### src/rtl/control_sequencer.sv
// control_sequencer
// Instruction-cycle controller for the 4-bit microcontroller. It sits directly
// downstream of the 2-bit T-state counter. It fetches one 8-bit instruction per
// four-clock machine cycle and decodes that instruction into per-T-state
// datapath strobes. It also resolves jumps and branches, and it handles halt.
//
// Build option: define SEQ_CALL_EN to add a 4-bit return register. With it,
// opcode C is CALL and opcode D is RET. Without it, C and D behave as NOP.
//
// Ports
//   clk         in   system clock, rising edge
//   reset_n     in   asynchronous active-low reset
//   t_state     in   [1:0] T-state from the timing counter (0=T0 .. 3=T3)
//   instr_in    in   [7:0] program-memory read data at address pc_out
//   zero_flag   in   ALU zero flag (registered in the datapath)
//   carry_flag  in   ALU carry flag (registered in the datapath)
//   pc_out      out  [3:0] program counter / memory address
//   ir_out      out  [7:0] instruction register {opcode, imm}
//   mem_rd      out  program-memory read strobe (T0 of every RUN cycle)
//   alu_op      out  [2:0] ADD/SUB/AND/OR/XOR/NOT select, from ir_out
//   acc_src     out  0 = ALU result, 1 = imm
//   acc_we      out  accumulator write enable (T2)
//   out_we      out  output-port register write enable (T2)
//   halted      out  high while in HALT
//   state_dbg   out  [1:0] FSM state (0 SYNC, 1 RUN, 2 HALT) for observation

module control_sequencer (
  input  logic       clk,
  input  logic       reset_n,
  input  logic [1:0] t_state,
  input  logic [7:0] instr_in,
  input  logic       zero_flag,
  input  logic       carry_flag,
  output logic [3:0] pc_out,
  output logic [7:0] ir_out,
  output logic       mem_rd,
  output logic [2:0] alu_op,
  output logic       acc_src,
  output logic       acc_we,
  output logic       out_we,
  output logic       halted,
  output logic [1:0] state_dbg
);

  typedef enum logic [1:0] {
    ST_SYNC = 2'd0,
    ST_RUN  = 2'd1,
    ST_HALT = 2'd2
  } state_t;

  localparam logic [3:0] OP_LDI = 4'h1;
  localparam logic [3:0] OP_ADD = 4'h2;
  localparam logic [3:0] OP_SUB = 4'h3;
  localparam logic [3:0] OP_AND = 4'h4;
  localparam logic [3:0] OP_OR  = 4'h5;
  localparam logic [3:0] OP_XOR = 4'h6;
  localparam logic [3:0] OP_NOT = 4'h7;
  localparam logic [3:0] OP_OUT = 4'h8;
  localparam logic [3:0] OP_JMP = 4'h9;
  localparam logic [3:0] OP_JZ  = 4'hA;
  localparam logic [3:0] OP_JC  = 4'hB;
  localparam logic [3:0] OP_HLT = 4'hF;
`ifdef SEQ_CALL_EN
  localparam logic [3:0] OP_CALL = 4'hC;
  localparam logic [3:0] OP_RET  = 4'hD;
`endif

  state_t     state;
  logic [3:0] opcode;
  logic [3:0] imm;
  logic [3:0] pc_inc;
  logic [3:0] next_pc;
  logic       run;
  logic       is_acc_op;

`ifdef SEQ_CALL_EN
  logic [3:0] ret_q;
`endif

  assign opcode    = ir_out[7:4];
  assign imm       = ir_out[3:0];
  assign pc_inc    = pc_out + 4'd1;   // 4-bit add, so F wraps to 0
  assign run       = (state == ST_RUN);
  assign state_dbg = state;

  // Next PC is derived from ir_out only. The branch flags are consumed
  // at the edge that ends T3, which is the only edge that loads pc_out.
  always_comb begin
    next_pc = pc_inc;
    case (opcode)
      OP_JMP:  next_pc = imm;
      OP_JZ:   next_pc = zero_flag  ? imm : pc_inc;
      OP_JC:   next_pc = carry_flag ? imm : pc_inc;
`ifdef SEQ_CALL_EN
      OP_CALL: next_pc = imm;
      OP_RET:  next_pc = ret_q;
`endif
      default: next_pc = pc_inc;
    endcase
  end

  // The ALU select and the accumulator source are pure decodes of ir_out.
  // They have no dependency on instr_in, so they only change when the IR loads.
  always_comb begin
    alu_op = 3'b000;
    case (opcode)
      OP_ADD:  alu_op = 3'b000;
      OP_SUB:  alu_op = 3'b001;
      OP_AND:  alu_op = 3'b010;
      OP_OR:   alu_op = 3'b011;
      OP_XOR:  alu_op = 3'b100;
      OP_NOT:  alu_op = 3'b101;
      default: alu_op = 3'b000;
    endcase
  end

  assign acc_src   = (opcode == OP_LDI);
  assign is_acc_op = (opcode >= OP_LDI) && (opcode <= OP_NOT);

  // The strobes are active only in RUN. During SYNC and HALT they are all low.
  assign mem_rd = run && (t_state == 2'd0);
  assign acc_we = run && (t_state == 2'd2) && is_acc_op;
  assign out_we = run && (t_state == 2'd2) && (opcode == OP_OUT);

  always_ff @(posedge clk or negedge reset_n) begin
    if (!reset_n) begin
      state  <= ST_SYNC;
      pc_out <= 4'h0;
      ir_out <= 8'h00;
      halted <= 1'b0;
`ifdef SEQ_CALL_EN
      ret_q  <= 4'h0;
`endif
    end else begin
      case (state)
        // Wait for T3 so that the first RUN cycle is aligned to T0.
        ST_SYNC: begin
          if (t_state == 2'd3) state <= ST_RUN;
        end
        ST_RUN: begin
          if (t_state == 2'd1) ir_out <= instr_in;
          if (t_state == 2'd3) begin
            if (opcode == OP_HLT) begin
              // HALT keeps the HLT address in pc_out.
              state  <= ST_HALT;
              halted <= 1'b1;
            end else begin
              pc_out <= next_pc;
            end
`ifdef SEQ_CALL_EN
            // A nested CALL overwrites the return address.
            if (opcode == OP_CALL) ret_q <= pc_inc;
`endif
          end
        end
        ST_HALT: begin
          // Reset is the only way out of HALT.
          halted <= 1'b1;
        end
        default: state <= ST_SYNC;
      endcase
    end
  end

endmodule

### config.mk
export PLATFORM = sky130hd
export DESIGN_NAME = control_sequencer
export DESIGN_NICKNAME = d
export VERILOG_FILES = /design/src/rtl/control_sequencer.sv
export SDC_FILE = /design/constraint.sdc
export NUM_CORES = 1
export LEC_CHECK = 0
export BUFFER_PORTS_ARGS = -buffer_cell sky130_fd_sc_hd__buf_4
export CORE_MARGIN = 2
export CORE_UTILIZATION = 47
export DETAILED_ROUTE_END_ITERATION = 8
export GPL_TIMING_DRIVEN = 0
export PLACE_DENSITY = 0.78
export SYNTH_ARGS = -nofsm -noshare
export SYNTH_HDL_FRONTEND = slang
export SYNTH_SLANG_ARGS = --single-unit
export TNS_END_PERCENT = 20
### constraint.sdc
create_clock -name clk -period 3.8 [get_ports clk]
set_clock_uncertainty 0.15 [all_clocks]
set_input_delay 0.95 -clock clk [delete_from_list [all_inputs] [get_ports clk]]
set_output_delay 0.95 -clock clk [all_outputs]
set_load 0.01 [all_outputs]
==> out/qor.yml <==
final_layout:
  stdcell_count: 153
  insertedDiodeCount: 0
  regArea_um2: 375.4
  syn_to_final_growth_pct: 34.93
  nets: 147
  fillers: 152
  fin_util_pct: 69.40
  multi_input_comb_area_um2: 504.2
  drive_above_1_share_pct: 40.63
synth:
  ys_seq_elements: 15
  ys_seq_area_share_pct: 40.93
  synth_ff_type: "dfrtp_1"
  netlist_area_um2: 917.1
  synth_xor_area_share_pct: 0
  synthSimpleGateAreaFrac_pct: 22.10
  async_reset_ff_share_pct: 100.0
  synth_nets: 107
  synth.top_cell.area_share_pct: 40.93
  syn_inst: 89
  synth.most_common_cell: "dfrtp_1"
  synthMuxAreaShare_pct: 12.55
  synth_compound_area_share_pct: 14.87
  synth_fa_ha_area_share_pct: 5.457
  synthTopCellsByArea: "dfrtp_1, mux2_2, ha_1"
  synth_top_family_by_area: "simple AND/OR/NAND/NOR gates"
  ys_types: 38
  yosysTopAreaCell: "dfrtp_1"
  synth_edf_count: 0
  synth_common_cells: "dfrtp_1, mux2_2, nor2_1, o21ai_0"
  ys_warn_count: 0
  synth.avg_cell_area_um2: 10.30
setup_path:
  crit_type: "input pin to output pin"
  reg2reg_slack_ns: 1.86
  start_kind: "input pin"
  cp.arrival_ns: 1.71
  cp-end-kind: "output pin"
  cp_max_fo: 5
  slowest_delay_ns: 0.27
  crit_buf_inv: 2
  crit_family: "simple AND/OR/NAND/NOR gates"
  path_common_cell: "buf_4"
  required_ns: 2.70
  cpMaxStageDelayCell: "nor4_1"
  cp_cell_sequence: "buf_4, nand3b_1, nor4_1, buf_4"
drt:
  drt_iter0_markers: 14
  ant_nets: 0
  via_count: 831
  via_per_inst: 5.431
  drt-wirelength-per-cell_um: 13.33
  wirelength_um: 2040
  firstDrtPassIters: 4
  drc: 0
min_path:
  worstHoldPathType: "flop to flop"
placement:
  preCtsSetupSlack_ns: 1.017
  io_buffers: 35
  gp_congestion: 0.8116
  place_hpwl_um: 1575
  dp_cells: 149
clock_network:
  cts.path.max_buffers: 2
  clkLatencyLatePin_ns: 0.28
  cts_sinks: 15
  postCtsSetupRepairBufs: 0
  htree_levels: 1
  holdBufCountCts: 0
  cts_resized: 0
  clockRootBuffer: "clkbuf_4"
  path_clk_slew_ns: 0.09
  numCtsBuffers: 3
  tritoncts: "done"
global_routing:
  grt_pass1_vias: 742
  grt_pass1_wl_um: 3243
  track_usage_pct: 19.91
  overflow: 0
  antenna_found_initial: 0
  grt_max_degree: 16
sta:
  fin_ws_ns: 0.9927
  fin_crit_ns: 2.807
  setup_viol: 0
  rsz0062_at_grt: "false"
  tightest_slew_ns: 0.4365
  finalMaxSlewViolations: 0
  fin_setup_tns_ns: 0
  hold_viol_final: 0
  relSlewSlack_pct: 70.81
  post-route-period-util_pct: 73.88
  fmax_mhz: 356.2
floorplanning:
  rows: 15
  start_util_pct: 51.44
  dieArea_mm2: 0.002321
  io_pins: 36
  dieHeight_um: 48.18
  core_area_mm2: 0.001783
  die_x_um: 48.18
status:
  status: "finished clean"
power_and_ir_drop:
  p_per_area_mw_per_mm2: 753.5
  p_leak_nw: 0.5751
  peakVddDrop_mv: 0.4542
flow_run:
  drv_cap: 0
==> metrics by stage <==
step	hold WS (ns)	cell area, um2	total power [mW]
finish	0.3154	1237	0.9324
global route	0.3389	1237	1.015
CTS	0.3178	1237	0.9386
detailed placement	0.2974	1211	0.8446
global placement	0.2907	1211	0.8254
floorplan	0.3432	917.1	0.6237
==> area by class of cell <==
type | instances | share of cell area [%]
multi-input cells | 67 | 40.75
flip-flops and latches | 15 | 30.33
repair buffers | 35 | 21.23
well taps | 25 | 2.528
clock buffers | 4 | 2.123
plain buffers | 3 | 1.820
inverters | 4 | 1.213
==> per-layer routing <==
layer	share of wire (%)	up-vias	track usage, %
li1	-	415	-
met1	49	381	27.29
met2	44	31	31.32
met3	5.1	4	2.222
met4	1.1	0	9.189
met5	0	-	0
==> placed cells by master, fill, tap and decap left out, types with 3 or more instances in the layout <==
cell      instances
buf_4            36
mux2_2            8
dfrtp_1          15
clkbuf_4          3
ha_1              4
nand2_1           4
inv_1             4
nor2_1            5
nor3_1            4
o21ai_0           5
==> path summary, 6_finish.rpt <==
kind,from,to,cells after the start
max in group asynchronous,reset_n,ir_out[4]$_DFFE_PN0P_,1
setup reg to reg,state_dbg[1]$_DFFE_PN0P_,pc_out[3]$_DFFE_PN0P_,6
min in group asynchronous,reset_n,pc_out[1]$_DFFE_PN0P_,1
hold reg to reg,halted$_DFFE_PN0P_,halted$_DFFE_PN0P_,1
setup / recovery,t_state[0],out_we,4
hold / removal,halted$_DFFE_PN0P_,halted$_DFFE_PN0P_,1
==> report_power, final <==
part           total, mW  switching (mW)  internal, mW
Clock             0.0911          0.0503        0.0407
Sequential         0.299          0.0733         0.226
Combinational      0.542           0.261         0.281
==> kinds of logic after synthesis <==
logic type | count (synthesis)
flip-flops | 15
AND/OR/NAND/NOR | 33
AO/OA/AOI/OAI | 20
buffers and inverters | 7
adder cells (fa/ha/maj) | 4
multiplexers | 10
==> registers in the layout, summed over array words and instances (netlist names) <==
| register | flops |
|---|---|
| ir_out | 8 |
| halted | 1 |
| state_dbg | 2 |
| pc_out | 4 |
==> worst reg2reg max path, stage by stage (launching register included) <==
cell and delay (ns):
dfrtp_1 0.42, inv_1 0.11, ha_1 0.28, nand3_1 0.14, or4_1 0.48, a22oi_1 0.18, a211o_1 0.13
(Power assumes the default switching activity.)
